==> config.mk <==
export PLATFORM = sky130hd
export DESIGN_NAME = cbus_arbiter
export DESIGN_NICKNAME = d
export VERILOG_FILES = /design/src/rtl/cbus_arbiter_pkg.sv /design/src/rtl/cbus_arb_pick.sv /design/src/rtl/cbus_arbiter.sv
export SDC_FILE = /design/constraint.sdc
export NUM_CORES = 1
export LEC_CHECK = 0
export ABC_CLOCK_PERIOD_IN_PS = 3070
export CAP_MARGIN = 20
export CORE_AREA = 4 4 183 185
export CTS_BUF_LIST = sky130_fd_sc_hd__clkbuf_8 sky130_fd_sc_hd__clkbuf_16
export CTS_CLUSTER_DIAMETER = 120
export DETAILED_ROUTE_END_ITERATION = 7
export DIE_AREA = 0 0 187 189
export GPL_ROUTABILITY_DRIVEN = 1
export SLEW_MARGIN = 15
export SYNTH_ARGS = -nofsm -noshare
export SYNTH_HDL_FRONTEND = slang
export SYNTH_SLANG_ARGS = --single-unit
==> constraint.sdc <==
create_clock -name clk -period 3.07 [get_ports clk]
set_clock_uncertainty 0.05 [all_clocks]
set_input_delay 0.4605 -clock clk [delete_from_list [all_inputs] [get_ports clk]]
set_output_delay 0.4605 -clock clk [all_outputs]
set_load 0.05 [all_outputs]
==> src/rtl/cbus_arbiter_pkg.sv <==
// Shared CBus types plus arbiter policy/state enums.
// Imported by the arbiter and by future bus splitters.
package cbus_arbiter_pkg;

    typedef struct packed {
        logic        valid;
        logic        is_write;
        logic [1:0]  size;
        logic [7:0]  len;
        logic [31:0] addr;
        logic [3:0]  strb;
        logic [31:0] data;
    } cbus_req_t;

    typedef struct packed {
        logic        ready;
        logic        last;
        logic [31:0] data;
    } cbus_resp_t;

    typedef enum logic {ARB_FIXED = 1'b0, ARB_RR = 1'b1} arb_policy_t;

    typedef enum logic {ARB_IDLE = 1'b0, ARB_BUSY = 1'b1} arb_state_t;

    function automatic int idx_w(input int n);
        return (n > 1) ? $clog2(n) : 1;
    endfunction

endpackage

==> src/rtl/cbus_arb_pick.sv <==
// Combinational winner selection: fixed priority or round-robin
// starting at rr_ptr_i and wrapping modulo N.
module cbus_arb_pick
    import cbus_arbiter_pkg::*;
#(
    parameter int N = 2,
    localparam int IDX_W = idx_w(N)
) (
    input  logic [N-1:0]     valid_i,
    input  logic [IDX_W-1:0] rr_ptr_i,
    input  arb_policy_t      policy_i,
    output logic [IDX_W-1:0] win_o,
    output logic             found_o
);

    int               s;
    logic [IDX_W-1:0] j;

    always_comb begin
        win_o   = '0;
        found_o = 1'b0;
        s       = 0;
        j       = '0;
        for (int i = 0; i < N; i++) begin
            s = (policy_i == ARB_RR) ? i + int'(rr_ptr_i) : i;
            if (s >= N) s = s - N;
            j = IDX_W'(s);
            if (!found_o && valid_i[j]) begin
                found_o = 1'b1;
                win_o   = j;
            end
        end
    end

endmodule

==> src/rtl/cbus_arbiter.sv <==
// N-to-1 CBus arbiter; grant held until the last response beat.
// Define CBUS_ARB_PERF_EN to build the per-master perf counters.
module cbus_arbiter
    import cbus_arbiter_pkg::*;
#(
    parameter int NUM_MASTERS = 2,
    parameter int POLICY = 0,
    localparam int IDX_W = idx_w(NUM_MASTERS)
) (
    input  logic              clk,
    input  logic              resetn,
    input  cbus_req_t         ireqs [NUM_MASTERS],
    output cbus_resp_t        oresps [NUM_MASTERS],
    output cbus_req_t         oreq,
    input  cbus_resp_t        oresp,
    output logic [IDX_W-1:0]  grant_idx,
    output logic              busy,
    output logic [31:0]       perf_grants [NUM_MASTERS],
    output logic [31:0]       perf_wait [NUM_MASTERS]
);

    localparam arb_policy_t POL = (POLICY == 1) ? ARB_RR : ARB_FIXED;
    localparam logic [IDX_W-1:0] LAST_IDX = IDX_W'(NUM_MASTERS - 1);

    arb_state_t              state_q, state_d;
    logic [IDX_W-1:0]        grant_q, grant_d;
    logic [IDX_W-1:0]        rr_q, rr_d;
    logic [IDX_W-1:0]        win;
    logic                    found;
    logic                    done;
    logic [NUM_MASTERS-1:0]  valids;

    always_comb begin
        valids = '0;
        for (int i = 0; i < NUM_MASTERS; i++) valids[i] = ireqs[i].valid;
    end

    assign done = (state_q == ARB_BUSY) && oresp.ready && oresp.last;

    cbus_arb_pick #(
        .N (NUM_MASTERS)
    ) u_pick (
        .valid_i  (valids),
        .rr_ptr_i (rr_q),
        .policy_i (POL),
        .win_o    (win),
        .found_o  (found)
    );

    always_ff @(posedge clk or negedge resetn) begin
        if (!resetn) begin
            state_q <= ARB_IDLE;
            grant_q <= '0;
            rr_q    <= '0;
        end else begin
            state_q <= state_d;
            grant_q <= grant_d;
            rr_q    <= rr_d;
        end
    end

    always_comb begin
        state_d = state_q;
        grant_d = grant_q;
        rr_d    = rr_q;
        unique case (state_q)
            ARB_IDLE: begin
                if (found) begin
                    state_d = ARB_BUSY;
                    grant_d = win;
                end
            end
            ARB_BUSY: begin
                if (done) begin
                    state_d = ARB_IDLE;
                    if (POL == ARB_RR) begin
                        rr_d = (grant_q == LAST_IDX) ? '0 : grant_q + IDX_W'(1);
                    end
                end
            end
        endcase
    end

    // Only the owner sees the slave; everyone else stalls on ready = 0.
    always_comb begin
        oreq = '0;
        busy = 1'b0;
        for (int i = 0; i < NUM_MASTERS; i++) oresps[i] = '0;
        if (state_q == ARB_BUSY) begin
            oreq            = ireqs[grant_q];
            oresps[grant_q] = oresp;
            busy            = 1'b1;
        end
    end

    assign grant_idx = grant_q;

`ifdef CBUS_ARB_PERF_EN
    for (genvar i = 0; i < NUM_MASTERS; i++) begin : g_perf
        logic        own;
        logic [31:0] grants_q;
        logic [31:0] wait_q;

        assign own = (state_q == ARB_BUSY) && (grant_q == IDX_W'(i));

        always_ff @(posedge clk or negedge resetn) begin
            if (!resetn) begin
                grants_q <= '0;
                wait_q   <= '0;
            end else begin
                if (own && done) grants_q <= grants_q + 32'd1;
                if (ireqs[i].valid && !own) wait_q <= wait_q + 32'd1;
            end
        end

        assign perf_grants[i] = grants_q;
        assign perf_wait[i]   = wait_q;
    end
`else
    for (genvar i = 0; i < NUM_MASTERS; i++) begin : g_noperf
        assign perf_grants[i] = '0;
        assign perf_wait[i]   = '0;
    end
`endif

endmodule

**Yosys cells after proc, flatten, opt, wreduce, memory -nomap -nowiden**

Cells that the tools add are included.

- Register bits after elaboration: 2
- Latch bits: 0
- Memory bits (writable): 0
- Bits in read-only memories: 0
- Bits of input ports: 196
- Output and inout bits: 278
- Logic and storage cells: 27
- Memories: 0

- Add/sub/neg operators: 0
- Multipliers: 0
- Divide/modulo/power cells: 0
- Magnitude comparators: 2
- Equality and inequality tests: 0
- Shift operators: 0
- Muxes and demuxes: 14
- Bitwise gates (word level): 3
- Reduce and logical (&&, ||, !) cells: 6

Operator list:

| operator | count |
|---|---|
| 80-bit 2-to-1 mux | 4 |
| 68-bit bitwise AND | 1 |
| 68-bit 2-to-1 mux | 1 |
| 34-bit demux with 1-bit select | 1 |
| 34-bit 2-to-1 mux | 1 |
| 1-bit 2-to-1 mux | 6 |
| 1-bit logical AND | 4 |
| 2-bit greater-or-equal comparator (second input constant) | 1 |
| 2-bit by 1-bit less-than comparator with 1-bit output (second input constant) | 1 |
| 1-bit inverter with 2-bit output | 1 |
| 1-bit case mux with 2 select lines | 1 |
| 2-bit AND reduction | 1 |
| 1-bit zero test | 1 |
| 1-bit inverter | 1 |

**Logic depth before layout (Yosys ltp)**

Gate-level depths: netlist of run 1.

- Depth in word-level cells: 7
- Gate-level depth with buffers: 5

**By module**

A second synthesis of run 1 with hierarchy kept.

- Cells, all modules: 397
- Area, all modules: 2,975.4 um2

Modules (own cells, without submodules):

| module | instances | cells each | area each (um2) | sequential area each (um2) |
|---|---|---|---|---|
| cbus_arbiter | 1 | 394 | 2,957.8 | 50.0 |
| cbus_arb_pick | 1 | 3 | 17.5 | 0.0 |

**Worst setup path after synthesis of run 1**

No wires, ideal clock.

- Kind: register to output
- Start point: register grant_q (netlist: grant_idx)
- End point: output oreq[65] (netlist name)
- Arrival time: 1.874 ns
- Data required time: 2.559 ns
- Path slack: 0.686 ns
- Cell stages (with the launch flop): 6
- Buffers on the path: 3
- Cells stage by stage: dfrtp_1 -> buf_4 -> buf_8 -> buf_8 -> mux2i_1 -> nor2_1

RTL lines:

| item | line | RTL |
|---|---|---|
| start, declared | cbus_arbiter.sv:26 | `logic [IDX_W-1:0] grant_q, grant_d;` |
| start signal, assigned | cbus_arbiter.sv:57 | `grant_q <= grant_d;` |
| end, declared | cbus_arbiter.sv:14 | `output cbus_req_t oreq,` |

==> results of run 1 <==
[where the power goes]
part	leakage [nW]	internal [W]	total, W	switching [W]
Clock	0.0423	0.000167	0.000197	0.0000295
Sequential	0.0210	0.0000323	0.0000729	0.0000406
Combinational	3.28	0.00142	0.00342	0.00200
[placed cells by master, fill, tap and decap left out]
cell type / count
a2bb2oi_1: 1
a31oi_1: 1
and2_1: 33
and3_1: 34
buf_12: 115
buf_4: 3
clkbuf_16: 3
clkdlybuf4s50_1: 231
conb_1: 128
dfrtp_1: 1
dfrtp_4: 1
diode_2: 1
inv_1: 1
inv_2: 1
mux2i_1: 80
nand2_1: 1
nor2_1: 81
nor2b_1: 1
nor2b_4: 1
nor3_1: 1
[path summary, 6_finish.rpt]
kind                            slack [ns]        end       start
worst max-delay path                  0.51    oreq[6]   grant_idx
worst min-delay path                  0.38  grant_idx      resetn
worst max register to register        1.74  grant_idx     state_q
worst min register to register        0.83    state_q     state_q
max in group asynchronous             2.41  grant_idx      resetn
min in group clk                      0.82  grant_idx  ireqs[159]
[stage by stage]
stage | cell area [um2] | setup WS, ns | utilization [%] | power [W]
finish | 7330 | 0.505 | 22.9 | 0.00369
global route | 7330 | 0.367 | 22.9 | 0.00383
CTS | 7330 | 0.485 | 22.9 | 0.00373
detailed placement | 7250 | 0.560 | 22.6 | 0.00352
global placement | 7250 | 0.547 | 22.6 | 0.00351
floorplan | 3230 | 0.686 | - | 0.00213
[cell type report]
type                    count  area, um2  share of cell area (%)
clock buffers               3       75.1                    1.02
diodes                      1       2.50                  0.0341
clock inverters             1       3.75                  0.0512
flip-flops and latches      2       53.8                   0.734
multi-input cells         362       2050                    27.9
inverters                   1       3.75                  0.0512
well taps                 408        510                    6.96
repair buffers            349       4640                    63.2
[per-layer routing]
metal  share of wire, %  wire (um)  track usage [%]  vias up
met1                 33       4440             6.51     1514
met2                 55       7490             13.4      284
met3                 12       1590             2.53        0
li1                   -          -                -     1665
met5                  0          0                0        -
met4                  0          0            0.711        0
[logic make-up after synthesis]
group           after synthesis  share of synthesized area, %
buf+inv                     157                          41.2
simple gates                152                          27.3
mux                          80                          29.1
compound gates                2                         0.545
flops                         2                          1.82
other cells                   1                         0.136
[flip-flops by register name, summed over array words and instances, names as in the netlist]
signal / cells
grant_idx: 1
state_q: 1
[critical path: cells and delay by family, from the launching register on]
family	cells	cell delay, ns
buffers and inverters	2	0.67
flip-flops	1	0.72
multiplexers	1	0.15
AND/OR/NAND/NOR	1	0.25
==> results.toml, run 1 <==
[floorplanning]
die_area_mm2 = 0.0353
start_util_pct = 8.60
coreArea_mm2 = 0.0320
die_x_um = 187
pin_count = 474
std_cell_rows = 66
die_h_um = 189

[sta]
finalWorstPathRequiredPeriod_ns = 2.56
worstMarginPinSlew_ns = 0.607
slew_headroom_pct = 59.4
setup_violations = 0
hold_ws_ns = 0.384
tns_ns = 0
timing.final.crit_share_pct = 83.5
finalHoldViolations = 0
grt_setup_unrepaired = "no"
fmax_mhz = 390
slew_violations = 0

[critical_path]
arrival_ns = 2.05
crit_chain = "buf_4 > mux2i_1 > nor2_1 > buf_12"
startpoint_type = "flip-flop"
required_ns = 2.56
critPathMaxFanout = 45
critical_path_class = "flip-flop to output pin"
reg2reg_depth = 4
max_stage_delay_ns = 0.72
crit_path_top_delay_cell = "dfrtp_4"
endpoint_kind = "output pin"

[cells_and_area]
fin_nets = 915
area_growth_pct = 166
final_cells = 1127
nFillCells = 3469
drive_above_1_share_pct = 17.3

[route]
firstDrtPassIters = 4
vias = 3463
drt_wl_total_mm = 13.5
initialDrtViolationCount = 36
viasPerCell = 3.07
avgRoutedWirePerCell_um = 12.0
postRouteAntennaNets = 0
drc = 0

[place]
post-dp-hpwl_mm = 12.2
dp_cells = 1122
port_buffers = 345
gp_congestion = 0.715

[power_and_ir_drop]
p_leak_nw = 3.34
p_per_area_mw_per_mm2 = 503
ir_drop_v = 0.000271

[synth]
synth_area_leader_cell = "buf_4"
synth_most_common_cell = "buf_4"
synth-async-reset-ratio_pct = 100
synth_cell_type_count = 18
yosys.area.top_type_share_pct = 36.8
ys_seq_area_share_pct = 1.82
synth_area_mm2 = 0.00276
ys.flop_type = "dfrtp_1"
ys_top_cells_by_area = "buf_4 37%, mux2i_1 29%, nor2_1 11%"
synth_edf_count = 0
syn_area_per_cell_um2 = 7.00
syn_inst = 394
ys_ff_latch = 2
ys_top_cells_by_count = "135 x buf_4, 81 x nor2_1, 80 x mux2i_1, 34 x and3_1, 33 x and2_1"
yosysWarningCount = 0

[global_route]
grt_max_degree = 82
grt.total_usage_pct = 6.61
grt_pass1_wl_mm = 19.1
antenna_found_initial = 1
grt_pass1_vias = 3380
grt_overflow = 0

[clock_network]
cts_buffers = 3
cts.sinks = 2
h-tree-depth = 1
cts_tree = "yes"
ctsRootBufferMaster = "clkbuf_16"
path_clk_slew_ns = 0.03
clock_latency_ns = 0.22
ctsResizeCount = 0
clk_path_buf_depth = 2
post-cts-setup-buffers = 0
ctsHoldBuffers = 0

[worst_hold_path]
hold_path.class = "input pin to asynchronous set/reset pin"

[flow_run]
max_cap_violations = 0

[status]
outcome = "finished clean"
Power figures use the tool's default switching activity.
==> run 2, diff against run 1 <==
--- a/config.mk
+++ b/config.mk
@@ -5,7 +5,7 @@
 export SDC_FILE = /design/constraint.sdc
 export NUM_CORES = 1
 export LEC_CHECK = 0
-export ABC_CLOCK_PERIOD_IN_PS = 3070
+export ABC_CLOCK_PERIOD_IN_PS = 2300
 export CAP_MARGIN = 20
 export CORE_AREA = 4 4 183 185
 export CTS_BUF_LIST = sky130_fd_sc_hd__clkbuf_8 sky130_fd_sc_hd__clkbuf_16
==> constraint.sdc (replaced) <==
create_clock -name clk -period 2.3 [get_ports clk]
set_clock_uncertainty 0.05 [all_clocks]
set_input_delay 0.345 -clock clk [delete_from_list [all_inputs] [get_ports clk]]
set_output_delay 0.345 -clock clk [all_outputs]
set_load 0.05 [all_outputs]
==> run 2 against run 1 <==
Utilization is 1.3 points higher; hold slack worse by 0.15 ns; global-route usage rose by 0.30 points; flip-flop and latch count stayed put; register-to-register slack got worse by 0.65 ns; die area unchanged; via count rose by 0.84%; critical path depth unchanged; combinational power up 42%; final area up 5.5%.
==> results.toml, run 2 (synthesized netlist as in run 1, its figures left out) <==
[cells_and_area]
finalInstanceArea_mm2 = 0.00774
area_growth_pct = 181
num_antenna_cells = 0
final_common_cell = "clkdlybuf4s50_1"
final_cell_mix = "195 x clkdlybuf4s50_1, 153 x buf_12, 128 x conb_1"
fin_nets = 918
drive_above_1_share_pct = 22.6

[global_route]
grt_overflow = 0
antenna_found_initial = 0
grt_max_degree = 63
grt.total_usage_pct = 6.91
grt_pass1_vias = 3488
grt_pass1_wl_mm = 19.5

[route]
vias = 3492
firstDrtPassIters = 4
initialDrtViolationCount = 51
postRouteAntennaNets = 0
viasPerCell = 3.09
drc = 0
drt_wl_total_mm = 14.1
avgRoutedWirePerCell_um = 12.5

[critical_path]
endpoint_kind = "output pin"
arrival_ns = 1.66
max_stage_delay_ns = 0.46
startpoint_type = "flip-flop"
critical_path_class = "flip-flop to output pin"
critPathMaxFanout = 62
crit_chain = "buf_12 > mux2i_1 > nor2_1 > buf_12"
required_ns = 1.90
cp_common_cell = "buf_12"
crit_path_top_delay_cell = "dfrtp_4"

[floorplanning]
coreArea_mm2 = 0.0320
pin_count = 474
start_util_pct = 8.60
die_area_mm2 = 0.0353
die_h_um = 189
die_x_um = 187
std_cell_rows = 66

[power_and_ir_drop]
p_leak_nw = 3.55
ir_drop_v = 0.000373
p_per_area_mw_per_mm2 = 669

[clock_network]
clock_latency_ns = 0.23
clk_path_buf_depth = 2
ctsResizeCount = 0
ctsRootBufferMaster = "clkbuf_16"
post-cts-setup-buffers = 0
cts_tree = "yes"
cts_buffers = 3
h-tree-depth = 1
path_clk_slew_ns = 0.03
cts.sinks = 2
ctsHoldBuffers = 0

[sta]
setup_violations = 0
finalHoldViolations = 0
grt_setup_unrepaired = "no"
timing.final.crit_share_pct = 89.2
slew_violations = 0
tns_ns = 0
fmax_mhz = 487
finalWorstPathRequiredPeriod_ns = 2.05

[worst_hold_path]
hold_path.class = "input pin to asynchronous set/reset pin"

[flow_run]
max_cap_violations = 0

[status]
outcome = "finished clean"

[place]
place_area_mm2 = 0.00766
port_buffers = 345
gp_congestion = 0.725
post-dp-hpwl_mm = 12.9
run 2: cell count changes in the layout (fill, tap and decap cells not counted), sizes merged:
cell / change
buf: +39
diode: -1
clkdlybuf4s50: -36
run 2: per-layer routing:
metal  GRT usage [%]  up-vias  wire length (um)
li1                -     1674                 -
met1            6.76     1528              4750
met2            14.3      283              7720
met3            2.27        7              1520
met4           0.910        0                89
met5               0        -                 0
run 2: final cells by class:
type / instances / area [um2]
fillers: 3451 / 24300
flip-flops and latches: 2 / 53.8
multi-input cells: 362 / 2050
clock buffers: 3 / 75.1
repair buffers: 352 / 5040
inverters: 1 / 3.75
clock inverters: 1 / 3.75
well taps: 408 / 510
run 2: worst max-delay path, delay by kind of cell, from the launching register on:
| family | cells | cell delay, ns |
|---|---|---|
| simple gates | 1 | 0.11 |
| flops | 1 | 0.46 |
| buf+inv | 2 | 0.46 |
| mux | 1 | 0.32 |
run 2: final timing paths:
path,startpoint,to,slack [ns],depth (start not counted)
setup / recovery,grant_idx,oreq[6],0.25,4
hold / removal,resetn,grant_idx,0.24,1
setup reg to reg,grant_idx,grant_idx,1.09,2
hold reg to reg,state_q,state_q,0.82,2
max in group asynchronous,resetn,grant_idx,1.82,1
min in group clk,ireqs[159],grant_idx,0.74,2
run 2: where the power goes:
part / total (W) / internal, W / switching (W)
Combinational: 0.00485 / 0.00209 / 0.00276
Clock: 0.000271 / 0.000224 / 0.0000469
Sequential: 0.0000556 / 0.0000437 / 0.0000119
run 2: stage by stage:
| stage | instances | worst slack, ns | hold slack (ns) | power (W) | util, % |
|---|---|---|---|---|---|
| after floorplan | 521 | 0.0311 | -0.000591 | 0.00284 | - |
| after global placement | 1125 | 0.423 | 0.468 | 0.00493 | 23.9 |
| after detailed placement | 1125 | 0.429 | 0.477 | 0.00495 | 23.9 |
| after CTS | 1129 | 0.186 | 0.239 | 0.00523 | 24.2 |
| after global routing | 1129 | 0.176 | 0.245 | 0.00536 | 24.2 |
| final | 1129 | 0.248 | 0.237 | 0.00518 | 24.2 |
==> run 3, diff against run 2 <==
--- a/config.mk
+++ b/config.mk
@@ -13,6 +13,7 @@
 export DETAILED_ROUTE_END_ITERATION = 7
 export DIE_AREA = 0 0 187 189
 export GPL_ROUTABILITY_DRIVEN = 1
+export MAX_ROUTING_LAYER = met4
 export SLEW_MARGIN = 15
 export SYNTH_ARGS = -nofsm -noshare
 export SYNTH_HDL_FRONTEND = slang
==> run 3 against run 2 <==
Final cell count stayed put; largest cell class unchanged; wire length down 0.11%; critical path type unchanged; final area unchanged; power about the same.
==> results.toml, run 3 (synthesized netlist as in run 1, its figures left out) <==
[global_route]
grt_pass1_vias = 3502
grt.total_usage_pct = 7.12
grt_pass1_wl_mm = 19.5
grt_overflow = 0
antenna_found_initial = 0
grt_max_degree = 63

[critical_path]
critPathMaxFanout = 62
endpoint_kind = "output pin"
arrival_ns = 1.65
reg2reg_depth = 2
critical_path_class = "flip-flop to output pin"
required_ns = 1.90
startpoint_type = "flip-flop"

[worst_hold_path]
hold_path.class = "input pin to asynchronous set/reset pin"

[clock_network]
cts.sinks = 2
ctsRootBufferMaster = "clkbuf_16"
cts_buffers = 3
clock_latency_ns = 0.23
path_clk_slew_ns = 0.03
post-cts-setup-buffers = 0
h-tree-depth = 1
cts_tree = "yes"
ctsResizeCount = 0
ctsHoldBuffers = 0
clk_path_buf_depth = 2

[power_and_ir_drop]
ir_drop_v = 0.000373
pwr-share-seq_pct = 1.1
p_leak_nw = 3.55
p_per_area_mw_per_mm2 = 669
internal_power_w = 0.00236
switching_share_pct = 54.4
comb_power_share_pct = 93.7
p_sw_w = 0.00282
pwr-share-clk_pct = 5.2

[route]
drt_wl_total_mm = 14.1
drc = 0
wl_met1_mm = 5.02
postRouteAntennaNets = 0
avgRoutedWirePerCell_um = 12.5
viasPerCell = 3.08
wl_met3_mm = 1.23
vias = 3482
wl_met2_mm = 7.72
top_layer_used = "met4"
firstDrtPassIters = 4
initialDrtViolationCount = 47

[floorplanning]
pin_count = 474
coreArea_mm2 = 0.0320
start_util_pct = 8.60
die_x_um = 187
std_cell_rows = 66
die_area_mm2 = 0.0353
die_h_um = 189

[cells_and_area]
area_growth_pct = 181
fin_nets = 918
final_common_cell = "clkdlybuf4s50_1"
nFillCells = 3451
multi_input_area_mm2 = 0.00205
final_cell_mix = "195 x clkdlybuf4s50_1, 153 x buf_12, 128 x conb_1"
drive_above_1_share_pct = 22.6
final-seq-area_um2 = 53.8
num_antenna_cells = 0

[sta]
finalHoldViolations = 0
slew_violations = 0
grt_setup_unrepaired = "no"
setup_ws_ns = 0.251
tns_ns = 0
fmax_mhz = 488
setup_violations = 0
finalWorstPathRequiredPeriod_ns = 2.05
timing.final.crit_share_pct = 89.1

[place]
post-dp-hpwl_mm = 12.9
gp_congestion = 0.733
post-place-ws_ns = 0.429
port_buffers = 345

[status]
outcome = "finished clean"

[flow_run]
max_cap_violations = 0
-- run 3: cell counts in the layout (fill, tap and decap cells not counted) --
Identical to the previous run, type by type.
-- run 3: per-layer routing --
metal	up-vias	GRT usage, %
li1	1671	-
met1	1521	7.27
met2	283	14.3
met3	7	1.46
met4	0	0.910
met5	-	-
-- run 3: worst max-delay path, stage by stage (launching register included) --
cell	delay (ns)
dfrtp_4	0.46
buf_12	0.28
mux2i_1	0.32
nor2_1	0.11
buf_12	0.18
-- run 3: path summary, 6_finish.rpt --
kind	from	end	slack, ns
max	grant_idx	oreq[6]	0.25
min	resetn	grant_idx	0.24
max reg2reg	grant_idx	grant_idx	1.09
min reg2reg	state_q	state_q	0.82
max in group asynchronous	resetn	grant_idx	1.82
min in group clk	ireqs[159]	grant_idx	0.74
-- run 3: cell type report --
cell class	instances	area share [%]
Clock inverter	1	0.0485
Timing Repair Buffer	352	65.2
Multi-Input combinational cell	362	26.5
Clock buffer	3	0.970
Sequential cell	2	0.695
Tap cell	408	6.60
Inverter	1	0.0485
-- run 3: power groups by stage --
stage / registers [W] / clock network (W) / logic [W]
floorplan: 0.0000641 / 0 / 0.00277
global placement: 0.0000553 / 0 / 0.00488
detailed placement: 0.0000564 / 0 / 0.00489
CTS: 0.0000563 / 0.000275 / 0.00489
global route: 0.0000574 / 0.000282 / 0.00502
finish: 0.0000556 / 0.000271 / 0.00485
-- run 3: stage by stage --
stage | hold slack, ns | power, W | utilization (%) | std cells | instance area, um2
global placement | 0.468 | 0.00493 | 23.9 | 1125 | 7660
global route | 0.245 | 0.00536 | 24.2 | 1129 | 7740
detailed placement | 0.477 | 0.00495 | 23.9 | 1125 | 7660
CTS | 0.239 | 0.00523 | 24.2 | 1129 | 7740
finish | 0.237 | 0.00518 | 24.2 | 1129 | 7740
floorplan | -0.000591 | 0.00284 | - | 521 | 3230
